[config.mk]
export PLATFORM = sky130hd
export DESIGN_NAME = fetch_unit
export DESIGN_NICKNAME = d
export VERILOG_FILES = /design/src/rtl/fetch_unit_pkg.sv /design/src/rtl/fetch_fifo.sv /design/src/rtl/fetch_unit.sv
export SDC_FILE = /design/constraint.sdc
export NUM_CORES = 1
export LEC_CHECK = 0
export ABC_CLOCK_PERIOD_IN_PS = 10270
export BUFFER_PORTS_ARGS = -buffer_cell sky130_fd_sc_hd__buf_4
export CAP_MARGIN = 20
export CORE_ASPECT_RATIO = 0.6
export CORE_UTILIZATION = 55
export DETAILED_ROUTE_END_ITERATION = 8
export GPL_TIMING_DRIVEN = 1
export PLACE_DENSITY = 0.87
export SLEW_MARGIN = 20
export SYNTH_ARGS = -nofsm -noshare
export SYNTH_HDL_FRONTEND = slang
export SYNTH_SLANG_ARGS = --single-unit
[constraint.sdc]
create_clock -name clk -period 10.27 [get_ports clk]
set_clock_uncertainty 0.05 [all_clocks]
set_input_delay 2.054 -clock clk [delete_from_list [all_inputs] [get_ports clk]]
set_output_delay 2.054 -clock clk [all_outputs]
set_load 0.05 [all_outputs]
[src/rtl/fetch_unit_pkg.sv]
// Core-wide defines shared by fetch and decode: instruction width, reset PC,
// opcode constants and the fetch buffer entry layout.
package fetch_unit_pkg;

    localparam int unsigned ILEN = 32;

    localparam logic [ILEN-1:0] DEFAULT_RESET_PC = 32'h0000_0000;
    localparam logic [ILEN-1:0] NOP_INSTR        = 32'h0000_0013;

    localparam logic [6:0] OP_LUI    = 7'h37;
    localparam logic [6:0] OP_AUIPC  = 7'h17;
    localparam logic [6:0] OP_JAL    = 7'h6F;
    localparam logic [6:0] OP_JALR   = 7'h67;
    localparam logic [6:0] OP_BRANCH = 7'h63;
    localparam logic [6:0] OP_LOAD   = 7'h03;
    localparam logic [6:0] OP_STORE  = 7'h23;

    typedef struct packed {
        logic [ILEN-1:0] pc;
        logic [ILEN-1:0] instr;
    } fetch_entry_t;

    function automatic logic [ILEN-1:0] word_align(input logic [ILEN-1:0] addr);
        return {addr[ILEN-1:2], 2'b00};
    endfunction

endpackage

[src/rtl/fetch_fifo.sv]
// Synchronous FIFO of fetched {pc, instr} entries; head is read combinationally,
// flush empties it and overrides any same-cycle push or pop.
module fetch_fifo
    import fetch_unit_pkg::*;
#(
    parameter int unsigned DEPTH = 2
) (
    input  logic                         clk,
    input  logic                         rst,
    input  logic                         push,
    input  logic                         pop,
    input  logic                         flush,
    input  fetch_entry_t                 wr_data,
    output fetch_entry_t                 rd_data,
    output logic                         full,
    output logic                         empty,
    output logic [$clog2(DEPTH+1)-1:0]   count
);
    localparam int unsigned PTR_W = (DEPTH > 1) ? $clog2(DEPTH) : 1;
    localparam int unsigned CNT_W = $clog2(DEPTH + 1);

    fetch_entry_t     mem [DEPTH];
    logic [PTR_W-1:0] wr_ptr;
    logic [PTR_W-1:0] rd_ptr;
    logic             do_push;
    logic             do_pop;

    function automatic logic [PTR_W-1:0] ptr_inc(input logic [PTR_W-1:0] p);
        return (p == PTR_W'(DEPTH - 1)) ? '0 : p + PTR_W'(1);
    endfunction

    assign full    = (count == CNT_W'(DEPTH));
    assign empty   = (count == '0);
    assign do_push = push && !flush;
    assign do_pop  = pop && !flush && !empty;
    assign rd_data = mem[rd_ptr];

    always_ff @(posedge clk) begin
        if (rst) begin
            wr_ptr <= '0;
            rd_ptr <= '0;
            count  <= '0;
        end else if (flush) begin
            wr_ptr <= '0;
            rd_ptr <= '0;
            count  <= '0;
        end else begin
            if (do_push) wr_ptr <= ptr_inc(wr_ptr);
            if (do_pop)  rd_ptr <= ptr_inc(rd_ptr);
            if (do_push && !do_pop)      count <= count + CNT_W'(1);
            else if (do_pop && !do_push) count <= count - CNT_W'(1);
        end
    end

    // Storage needs no reset: the head is only observed while the FIFO is non-empty.
    always_ff @(posedge clk) begin
        if (do_push) mem[wr_ptr] <= wr_data;
    end

    a_no_overflow: assert property (@(posedge clk) disable iff (rst)
        !(push && full && !pop && !flush));

endmodule

[src/rtl/fetch_unit.sv]
// Instruction fetch: owns the PC, issues credit-limited word reads, buffers
// in-order responses and drops wrong-path responses after a redirect.
module fetch_unit
    import fetch_unit_pkg::*;
#(
    parameter logic [31:0] RESET_PC = DEFAULT_RESET_PC,
    parameter int unsigned DEPTH    = 2
) (
    input  logic        clk,
    input  logic        rst,
    output logic        imem_req_valid,
    input  logic        imem_req_ready,
    output logic [31:0] imem_req_addr,
    input  logic        imem_resp_valid,
    input  logic [31:0] imem_resp_data,
    input  logic        redirect_valid,
    input  logic [31:0] redirect_pc,
    output logic        id_valid,
    input  logic        id_ready,
    output logic [31:0] id_instr,
    output logic [31:0] id_pc
);
    localparam int unsigned CNT_W = $clog2(DEPTH + 1);
    localparam int unsigned SUM_W = CNT_W + 1;

    logic [31:0]      pc;
    logic [31:0]      resp_pc;
    logic [31:0]      target;
    logic [CNT_W-1:0] outstanding;
    logic [CNT_W-1:0] drop_cnt;
    logic [CNT_W-1:0] count;
    logic             full;
    logic             empty;
    logic             fire;
    logic             push;
    logic             pop;
    logic             drop_resp;
    logic             credit;
    fetch_entry_t     wr_entry;
    fetch_entry_t     head;

    // Credit uses registered occupancy only; a same-cycle pop frees nothing yet.
    assign credit         = (SUM_W'(outstanding) + SUM_W'(count)) < SUM_W'(DEPTH);
    assign imem_req_valid = !rst && !redirect_valid && !full && credit;
    assign imem_req_addr  = pc;
    assign fire           = imem_req_valid && imem_req_ready;

    assign target    = word_align(redirect_pc);
    assign drop_resp = imem_resp_valid && (drop_cnt != '0);
    assign push      = imem_resp_valid && !drop_resp && !redirect_valid;
    assign pop       = id_valid && id_ready && !redirect_valid;
    assign wr_entry  = '{pc: resp_pc, instr: imem_resp_data};

    assign id_valid = !empty;
    assign id_instr = empty ? '0 : head.instr;
    assign id_pc    = empty ? '0 : head.pc;

    fetch_fifo #(.DEPTH(DEPTH)) u_fifo (
        .clk     (clk),
        .rst     (rst),
        .push    (push),
        .pop     (pop),
        .flush   (redirect_valid),
        .wr_data (wr_entry),
        .rd_data (head),
        .full    (full),
        .empty   (empty),
        .count   (count)
    );

    // On redirect every request still in flight belongs to the wrong path.
    always_ff @(posedge clk) begin
        if (rst) begin
            pc          <= RESET_PC;
            resp_pc     <= RESET_PC;
            outstanding <= '0;
            drop_cnt    <= '0;
        end else if (redirect_valid) begin
            pc          <= target;
            resp_pc     <= target;
            outstanding <= outstanding - CNT_W'(imem_resp_valid);
            drop_cnt    <= outstanding - CNT_W'(imem_resp_valid);
        end else begin
            if (fire) pc      <= pc + 32'd4;
            if (push) resp_pc <= resp_pc + 32'd4;
            outstanding <= outstanding + CNT_W'(fire) - CNT_W'(imem_resp_valid);
            if (drop_resp) drop_cnt <= drop_cnt - CNT_W'(1);
        end
    end

    a_credit_bound: assert property (@(posedge clk) disable iff (rst)
        (SUM_W'(outstanding) + SUM_W'(count)) <= SUM_W'(DEPTH));
    a_drop_bound: assert property (@(posedge clk) disable iff (rst)
        drop_cnt <= outstanding);

endmodule

# After elaboration in Yosys (flattened, before gate mapping)
# Memory sizes are Yosys's and may differ from the RTL's. A register that Yosys moved wholly into a read port is not among the register bits.
# Cells that the tools add are included.
dict set report totals {
  ff_bits 72
  ramBits 128
  output_inout_bits 98
  wordCells 68
  mem_count 1
}
dict set report op_classes {
  add_sub_neg 11
  order_cmp 1
  eq_ne 1
  mux 17
  reduce_logical 28
}
# name words width rd rd_clocked_by_memory_dff write_ports line
set mem_list {}
lappend mem_list {u_fifo.mem 2 64 1 1 1 fetch_fifo.sv:22} ;# fetch_entry_t mem [DEPTH];
# operator n
set op_table {}
lappend op_table {{$mux W32} 6}
lappend op_table {{$add A32 B3 Y32 const B} 2}
lappend op_table {{$logic_and A1 B1 Y1} 14}
lappend op_table {{$mux W2} 5}
lappend op_table {{$reduce_bool A2 Y1} 5}
lappend op_table {{$logic_not A1 Y1} 7}
lappend op_table {{$mux W1} 6}
lappend op_table {{$sub A2 B1 Y2} 2}
lappend op_table {{$sub A2 B1 Y2 const B} 2}
lappend op_table {{$add A2 B2 Y3} 1}
lappend op_table {{$lt A3 B2 Y1 const B} 1}
lappend op_table {{$add A1 B1 Y1 const B} 2}
lappend op_table {{$add A2 B1 Y2} 1}
lappend op_table {{$add A2 B1 Y2 const B} 1}
lappend op_table {{$eq A2 B2 Y1 const B} 1}
lappend op_table {{$logic_not A2 Y1} 1}
lappend op_table {{$reduce_or A2 Y1} 1}

# Logic depth before layout (Yosys ltp)
# Gate-level depths: netlist (run 1).
dict set report depth {
  word_depth 10
  mapped_depth 15
  mapped_depth_nobuf 12
}

# Hierarchy
# A second synthesis (run 1) with hierarchy kept.
dict set report hier_totals {
  hier_cells 770
  area_unflattened_um2 9032.4
}
# mod instances cells_per_inst area_per_inst_um2
set by_module_without_submodules {}
lappend by_module_without_submodules {fetch_fifo 1 223 4833.4}
lappend by_module_without_submodules {fetch_unit 1 547 4199.0}

# Least setup slack after synthesis (run 1)
# Ideal clock, no wire load.
dict set report synth_path {
  path_type {input -> register}
  from {input redirect_valid}
  to {memory u_fifo.mem[0][0] (netlist bit) (enable)}
  setup_time_ns 0.558
  arrival_ns 6.749
  setup_slack_ns 2.913
  path_stages 3
  cell_sequence {clkbuf_1 clkbuf_1 nor3_1}
}
dict set report synth_via {
  elab_chain_cells 5
}
# element line
set synth_rtl {}
lappend synth_rtl {{start: declaration} fetch_unit.sv:16} ;# input logic redirect_valid,
lappend synth_rtl {{$logic_not A1 Y1 *} {fetch_fifo.sv:34, fetch_unit.sv:50}}
lappend synth_rtl {{$logic_and A1 B1 Y1} fetch_unit.sv:50} ;# assign push = imem_resp_valid && !drop_resp && !redirect_valid;
lappend synth_rtl {{$logic_and A1 B1 Y1 *} fetch_fifo.sv:34} ;# assign do_push = push && !flush;
lappend synth_rtl {{$mux W1 *} fetch_fifo.sv:57} ;# if (do_push) mem[wr_ptr] <= wr_data;
lappend synth_rtl {{$mux W1 (not written as such) *} fetch_fifo.sv:57}
lappend synth_rtl {{end: declaration} fetch_fifo.sv:22}
# Every way passes the cells marked *; elsewhere a longest branch is shown, timed or not.

# Worst setup path in the final report (run 1)
dict set report layout_path {
  from {input rst}
  to {output imem_req_valid}
}
dict set report layout_via {
  elab_chain_cells 4
}
# element line
set layout_rtl {}
lappend layout_rtl {{start: declaration} fetch_unit.sv:10} ;# input logic rst,
lappend layout_rtl {{$logic_not A1 Y1} fetch_unit.sv:44} ;# assign imem_req_valid = !rst && !redirect_valid && !full && credit;
lappend layout_rtl {{$logic_and A1 B1 Y1 (3 in series)} fetch_unit.sv:44}
lappend layout_rtl {{end: declaration} fetch_unit.sv:11} ;# output logic imem_req_valid,
# No other way between the ends.

==> impl_metrics.env, run 1 <==
export IMPL_grt_pass1_wl_mm=30.03
export IMPL_wirelength_mm=18.91
export IMPL_synthAdderAreaFrac=0.01262
export IMPL_wl_per_cell_um=17.17
export IMPL_place_area_mm2=0.009848
export IMPL_gr_usage_all_layers=0.2422
export IMPL_cts_tree="yes"
export IMPL_period_share=0.5176
export IMPL_synth_edf_count=124
export IMPL_slew_headroom=0.3890
export IMPL_critPathKind="input port to primary output"
export IMPL_tns_ns=0
export IMPL_top_layer="met4"
export IMPL_worst_slew_pin_slew_ns=0.9131
export IMPL_vias=6342
export IMPL_regToRegStartpoint="u_fifo.count[0]$_SDFFE_PP0P_"
export IMPL_drive_above_1_share=0.2392
export IMPL_gp_congestion=0.9029
export IMPL_grt_pass1_vias=5936
export IMPL_initial_core_util=0.5759
export IMPL_peakVddDrop_mv=0.1502
export IMPL_crit_path_frequent_cell="buf_4"
export IMPL_post_route_drc_count=0
export IMPL_synth_compound_area_share=0.07998
export IMPL_htreeDepth=4
export IMPL_cts_resized=0
export IMPL_worst_ep_arrival_time_ns=3.21
export IMPL_design_core_area_mm2=0.01480
export IMPL_finalHoldViolCount=0
export IMPL_postCtsSetupBuffers=0
export IMPL_numCtsBuffers=17
export IMPL_ant_nets=0
export IMPL_synth_simple_area_share=0.1526
export IMPL_ctsHoldBuffers=0
export IMPL_power_mw=1.788
export IMPL_ys_warn_count=0
export IMPL_critPathCaptureType="primary output"
export IMPL_crit_path_max_fanout=68
export IMPL_power_density_mw_per_mm2=171.0
export IMPL_min_path_type="flip-flop to flip-flop"
export IMPL_die_area_mm2=0.01602
export IMPL_portBuffers=161
export IMPL_max_cap_violations=0
export IMPL_post_route_util=0.7061
export IMPL_critPathRequiredTime_ns=8.17
export IMPL_rsz0062_at_grt="false"
export IMPL_synth_distinct_cells=52
export IMPL_viasPerCell=5.760
export IMPL_antennaDiodeCount=0
export IMPL_clk_pin_slew_ns=0.07
export IMPL_grt_max_degree=69
export IMPL_start_kind="input port"
export IMPL_fin_crit_ns=5.316
export IMPL_ios=168
export IMPL_cts_buffer_depth=2
export IMPL_status="complete, no violations"
export IMPL_synth_top_family_by_area="simple AND/OR/NAND/NOR gates"
export IMPL_die_h_um=98.44
export IMPL_gr_total_overflow=0
export IMPL_crit_start="rst"
export IMPL_synth_seq_area_share=0.5988
export IMPL_slew_viol_final=0
export IMPL_ctsRootBufferMaster="clkbuf_16"
export IMPL_leakagePower_nw=3.815
export IMPL_synth_xor_area_share=0.04726
export IMPL_antenna_found_initial=0
export IMPL_area_growth_pct=22.60
export IMPL_dr_wl_met3_mm=1.593
export IMPL_synth_seq_cells=193
export IMPL_setup_violations=0
export IMPL_fmax_mhz=188.1
export IMPL_synthFlopType="edfxtp_1"
export IMPL_numClockSinks=193
export IMPL_die_w_um=162.7
export IMPL_crit_slowest_cell="nor4_1"
export IMPL_met2_length_mm=8.585
export IMPL_min_from="resp_pc[31]$_SDFFE_PP0P_"
export IMPL_dr_pass1_iters=7
export IMPL_async_flop_share=0
export IMPL_drt_met1_wl_mm=8.434
export IMPL_holdWs_ns=0.4391
export IMPL_max_stage_delay_ns=0.43
export IMPL_drt_iter0_drc=596
export IMPL_clkLatencyLatePin_ns=0.43
export IMPL_final_nets=968
export IMPL_synth_mux_area_frac=0.07778
export IMPL_hpwl_mm=12.58
export IMPL_netlist_instances=745
export IMPL_path_cells="buf_4, nor4_1, and2_1, buf_4"
export IMPL_postLayoutCellArea_mm2=0.01045
export IMPL_netlist_area_mm2=0.008526
export IMPL_avgSynthCellArea_um2=11.44
export IMPL_num_rows=34
[critical path, delay by kind of cell]
family                 cells  cell delay, ns
buffers and inverters      2            0.51
AND/OR/NAND/NOR            2            0.61
[sequential cells by signal, summed over array words and instances, names as in the netlist, named ones only]
signal         cells
drop_cnt           2
u_fifo.wr_ptr      1
resp_pc           30
u_fifo.count       2
u_fifo.mem       124
outstanding        2
imem_req_addr     30
u_fifo.rd_ptr      1
[report_power, final]
group	total (mW)	switching (mW)	internal (mW)
logic	0.244	0.161	0.0825
registers	0.899	0.0343	0.865
clock network	0.645	0.302	0.343
total	1.79	0.498	1.29
[cell families (layout without fill, tap and decap cells)]
logic type | after synthesis | count (layout)
xor+xnor | 46 | 46
buf+inv | 61 | 216
fa+ha+maj | 8 | 8
flops | 193 | 193
mux | 66 | 66
other cells | 1 | 4
simple gates | 263 | 263
compound gates | 107 | 107
[layer usage]
metal,up-vias,GRT usage
met5,-,0
met4,0,0.08052
met3,33,0.06229
met2,278,0.3699
met1,3031,0.3383
li1,3000,-
[stage by stage]
step | cells | worst slack [ns]
2_1_floorplan | 748 | 2.913
3_3_place_gp | 1068 | 4.998
3_5_place_dp | 1068 | 4.978
4_1_cts | 1100 | 4.973
5_1_grt | 1101 | 4.867
6_report | 1101 | 4.954
[cell usage after synthesis (4+ instances only)]
master	count	share of area
edfxtp_1	124	0.44
nor2_1	104	0.046
dfxtp_1	69	0.16
mux2i_1	64	0.075
nand2_1	46	0.020
a21oi_1	26	0.015
clkbuf_1	25	0.011
xor2_1	25	0.026
nand4_1	24	0.018
nand3_1	22	0.013
xnor2_1	21	0.022
a31oi_1	17	0.012
nor3_1	17	0.010
a211oi_1	16	0.014
inv_1	16	0.0070
o21ai_0	12	0.0070
and2_1	8	0.0059
buf_1	8	0.0035
or3_1	8	0.0059
a22oi_1	7	0.0062
ha_1	7	0.010
and3_1	6	0.0044
nor4_1	6	0.0044
o211ai_1	6	0.0053
o22ai_1	6	0.0044
a21boi_0	5	0.0044
and4_1	5	0.0051
buf_4	5	0.0044
buf_2	4	0.0023
nand4_2	4	0.0059
[worst paths after layout]
kind	end	slack, ns	depth (start not counted)
worst max register to register	outstanding[1]$_SDFF_PP0_	6.43	12
worst min-delay path	u_fifo.mem[1][63]$_DFFE_PP_	0.44	0
worst max-delay path	imem_req_valid	4.95	4
worst min register to register	u_fifo.mem[1][63]$_DFFE_PP_	0.44	0
[cells in the final DEF (no fill, tap or decap), drive strengths merged, types with 8 or more instances in the layout]
master  synthesis  final
buf            18    166
edfxtp        124    124
nor2          105    105
dfxtp          69     69
mux2i          64     64
nand2          46     46
nand4          28     28
a21oi          26     26
xor2           25     25
inv            18     23
nand3          22     22
xnor2          21     21
nor3           20     20
clkbuf         25     18
a31oi          17     17
a211oi         16     16
o21ai          13     13
or3             8      8
and2            8      8
nor4            8      8
[layout make-up]
type / count / area [um^2]
clock buffer: 18 / 429.2
clock inverter: 14 / 147.6
fill: 1060 / 4352
inverter: 18 / 67.56
multi-input combinational: 494 / 3186
sequential: 193 / 5109
tap: 198 / 247.7
timing repair buffer: 166 / 1266
Note: power is estimated with default switching activity, not from simulation.
==> inputs of run 2 (changes only) <==
Settings changed: ABC_AREA set to 1, ABC_CLOCK_PERIOD_IN_PS 10270 to 4800, CORE_UTILIZATION 55 to 51, PLACE_DENSITY 0.87 to 0.84.
Clock period 10.27 ns to 4.8 ns, I/O delays scaled along.
==> run 2 against run 1 <==
Synthesized cell count up 52%. Final cell count increased by 39%. First-iteration DRC count grew 53%. Combinational power grew 130%. Via count increased by 29%. Sequential share of layout area is 4.2 points lower. Sequential power rose by 110%. Non-clock buffer count is 2 higher. Clock-buffer cell count decreased by 1. Largest power group unchanged. Die area is 19% higher. Global-route usage is 1.5 points higher. Core utilization shrank 7.5 points.
==> impl_metrics.env, run 2 <==
export IMPL_fmax_mhz=308.8
export IMPL_worst_ep_arrival_time_ns=2.23
export IMPL_die_w_um=177.9
export IMPL_largest_reg_flops=124
export IMPL_pre_cts_slack_ns=1.612
export IMPL_rsz0062_at_grt="false"
export IMPL_postCtsSetupBuffers=0
export IMPL_ctsRootBufferMaster="clkbuf_16"
export IMPL_whs_path_depth=2
export IMPL_reg2regPathDepth=12
export IMPL_antennaDiodeCount=0
export IMPL_instances_no_fill=1535
export IMPL_cts_tree="yes"
export IMPL_finalHoldViolCount=0
export IMPL_area_growth_pct=20.78
export IMPL_r2r_end="outstanding[1]$_SDFF_PP0_"
export IMPL_regToRegStartpoint="u_fifo.count[0]$_SDFFE_PP0P_"
export IMPL_start_kind="flip-flop"
export IMPL_crit_family="simple AND/OR/NAND/NOR gates"
export IMPL_final_nets=1360
export IMPL_crit_slowest_cell="nor2_4"
export IMPL_clkLatencyLatePin_ns=0.43
export IMPL_holdWs_ns=0.4304
export IMPL_vias=8189
export IMPL_fin_crit_ns=3.239
export IMPL_met2_length_mm=10.66
export IMPL_avgSynthCellArea_um2=8.345
export IMPL_max_cap_violations=0
export IMPL_slew_viol_final=0
export IMPL_critPathKind="flip-flop to primary output"
export IMPL_synth_seq_cells=193
export IMPL_clk_pin_slew_ns=0.07
export IMPL_wl_per_cell_um=15.79
export IMPL_antenna_found_initial=0
export IMPL_postLayoutCellArea_mm2=0.01144
export IMPL_crit_start="u_fifo.count[1]$_SDFFE_PP0P_"
export IMPL_synth_top_cell_by_area="edfxtp_1"
export IMPL_critPathCaptureType="primary output"
export IMPL_largest_register="u_fifo.mem"
export IMPL_min_path_type="flip-flop to flip-flop"
export IMPL_portBuffers=161
export IMPL_numClockSinks=193
export IMPL_synthTopCellsByArea="edfxtp_1, nand2_1, dfxtp_1, a21oi_1, inv_1"
export IMPL_drt_met1_wl_mm=10.92
export IMPL_dr_pass1_iters=6
export IMPL_cts_buffer_depth=2
export IMPL_top_layer="met4"
export IMPL_viasPerCell=5.335
export IMPL_synth_distinct_cells=38
export IMPL_drive_above_1_share=0.1923
export IMPL_initial_core_util=0.5229
export IMPL_most_common_layout_cells="nand2_1, buf_4, edfxtp_1"
export IMPL_wirelength_mm=24.23
export IMPL_crit_path_frequent_cell="buf_4"
export IMPL_netlist_area_mm2=0.009472
export IMPL_num_rows=38
export IMPL_max_stage_delay_ns=0.70
export IMPL_dr_wl_met3_mm=2.447
export IMPL_netlist_instances=1135
export IMPL_placed_cells=1503
export IMPL_htreeDepth=4
export IMPL_reg2reg_slack_ns=2.16
export IMPL_cp_buffers_inverters=2
export IMPL_die_area_mm2=0.01914
export IMPL_ys_warn_count=0
export IMPL_peakVddDrop_mv=0.2650
export IMPL_leakagePower_nw=4.690
export IMPL_synthFlopType="edfxtp_1"
export IMPL_status="complete, no violations"
export IMPL_swShare=0.2933
export IMPL_synth_edf_count=124
export IMPL_numCtsBuffers=17
export IMPL_ios=168
export IMPL_ant_nets=0
export IMPL_period_share=0.6747
export IMPL_pwr_share_seq=0.490
export IMPL_slew_headroom=0.4184
export IMPL_gr_usage_all_layers=0.2573
export IMPL_cts_resized=0
export IMPL_post_route_drc_count=0
export IMPL_path_cells="nor2_4, buf_4, a21oi_1, buf_4"
export IMPL_hpwl_mm=16.82
export IMPL_synth_top_area_frac=0.3931
export IMPL_async_flop_share=0
export IMPL_grt_max_degree=63
export IMPL_critPathRequiredTime_ns=3.79
export IMPL_worst_slack_ns=1.561
export IMPL_path_depth=4
export IMPL_grt_pass1_vias=7569
export IMPL_crit_path_max_fanout=36
export IMPL_comb_power_share=0.144
export IMPL_min_from="u_fifo.rd_ptr$_SDFFE_PP0P_"
export IMPL_worst_slew_pin_slew_ns=0.8703
export IMPL_synth_cells_most_frequent="nand2_1, edfxtp_1, a21oi_1"
export IMPL_place_area_mm2=0.01084
export IMPL_internal_power_mw=2.764
export IMPL_tns_ns=0
export IMPL_power_frac_clock=0.366
export IMPL_drt_iter0_drc=911
export IMPL_power_density_mw_per_mm2=341.9
export IMPL_synth_seq_area_share=0.5390
export IMPL_die_h_um=107.6
export IMPL_gr_total_overflow=0
export IMPL_gp_congestion=0.8995
export IMPL_design_core_area_mm2=0.01811
export IMPL_ctsHoldBuffers=0
export IMPL_synth_most_common_cell="nand2_1"
export IMPL_setup_violations=0
export IMPL_switching_power_mw=1.147
export IMPL_layout_commonest_cell="nand2_1"
export IMPL_grt_pass1_wl_mm=38.07
[run 2: changes by cell type after synthesis, moves of 10 or more]
cell,before,now
nor3_1,17,1
nor2_2,1,12
a21oi_1,26,119
nand3_1,22,47
xor2_1,25,15
o21ai_0,12,46
mux2i_1,64,0
a211oi_1,16,0
nor2_4,0,11
nand2_1,46,402
nand4_1,24,0
inv_1,16,108
xnor2_1,21,5
nor2_1,104,80
[run 2: worst register-to-register path: stages, from the launching register on]
cell	delay (ns)
dfxtp_1	0.40
nand2_1	0.07
inv_1	0.07
fa_1	0.42
nor2_2	0.23
nand4_4	0.17
ha_1	0.31
inv_1	0.04
ha_1	0.18
xor2_1	0.15
or2_2	0.27
nand3_1	0.07
a21oi_1	0.07
[run 2: logic make-up (layout without fill, tap and decap cells)]
logic type,count (synthesis),in the layout,share of synthesized area
other,1,4,0.0003959
buffers and inverters,154,311,0.06790
AOI/OAI and AO/OA,182,182,0.09881
xor gates and xnor gates,21,21,0.02021
and+or+nand+nor,576,576,0.2624
adders and majority gates,8,8,0.01136
DFF,193,193,0.5390
[run 2: final cells by class]
| class | instances | area, um^2 |
|---|---|---|
| clock buffers | 17 | 425.4 |
| fillers | 1507 | 6675 |
| repair buffers | 168 | 1261 |
| well taps | 240 | 300.3 |
| flip-flops and latches | 193 | 5106 |
| clock inverters | 15 | 170.2 |
| multi-input cells | 791 | 3757 |
| inverters | 111 | 419.2 |
[run 2: metal layers]
metal / vias to the layer above / track usage
met5: - / 0
met4: 0 / 0.05250
met3: 26 / 0.04661
met2: 390 / 0.3969
met1: 3812 / 0.3781
li1: 3961 / -
[run 2: worst max path at each step]
stage	to	slack (ns)
6_report	id_pc[30]	1.56
3_5_place_dp	u_fifo.mem[0][26]$_DFFE_PP_	1.61
2_1_floorplan	u_fifo.mem[0][0]$_DFFE_PP_	0.34
4_1_cts	id_pc[30]	1.53
3_3_place_gp	u_fifo.mem[0][26]$_DFFE_PP_	1.64
5_1_grt	id_pc[30]	1.39
[run 2: per-stage QoR]
step	utilization	power (mW)
floorplan	-	2.320
global placement	0.5986	2.495
detailed placement	0.5986	2.513
CTS	0.6315	3.921
global route	0.6315	4.044
finish	0.6315	3.911
[run 2: power by group through the flow]
| stage | Combinational (mW) | Clock [mW] | Sequential (mW) |
|---|---|---|---|
| final | 0.564 | 1.43 | 1.92 |
| after global routing | 0.611 | 1.51 | 1.93 |
| after detailed placement | 0.561 | 0 | 1.95 |
| after CTS | 0.564 | 1.44 | 1.92 |
| after floorplan | 0.332 | 0 | 1.99 |
| after global placement | 0.547 | 0 | 1.95 |
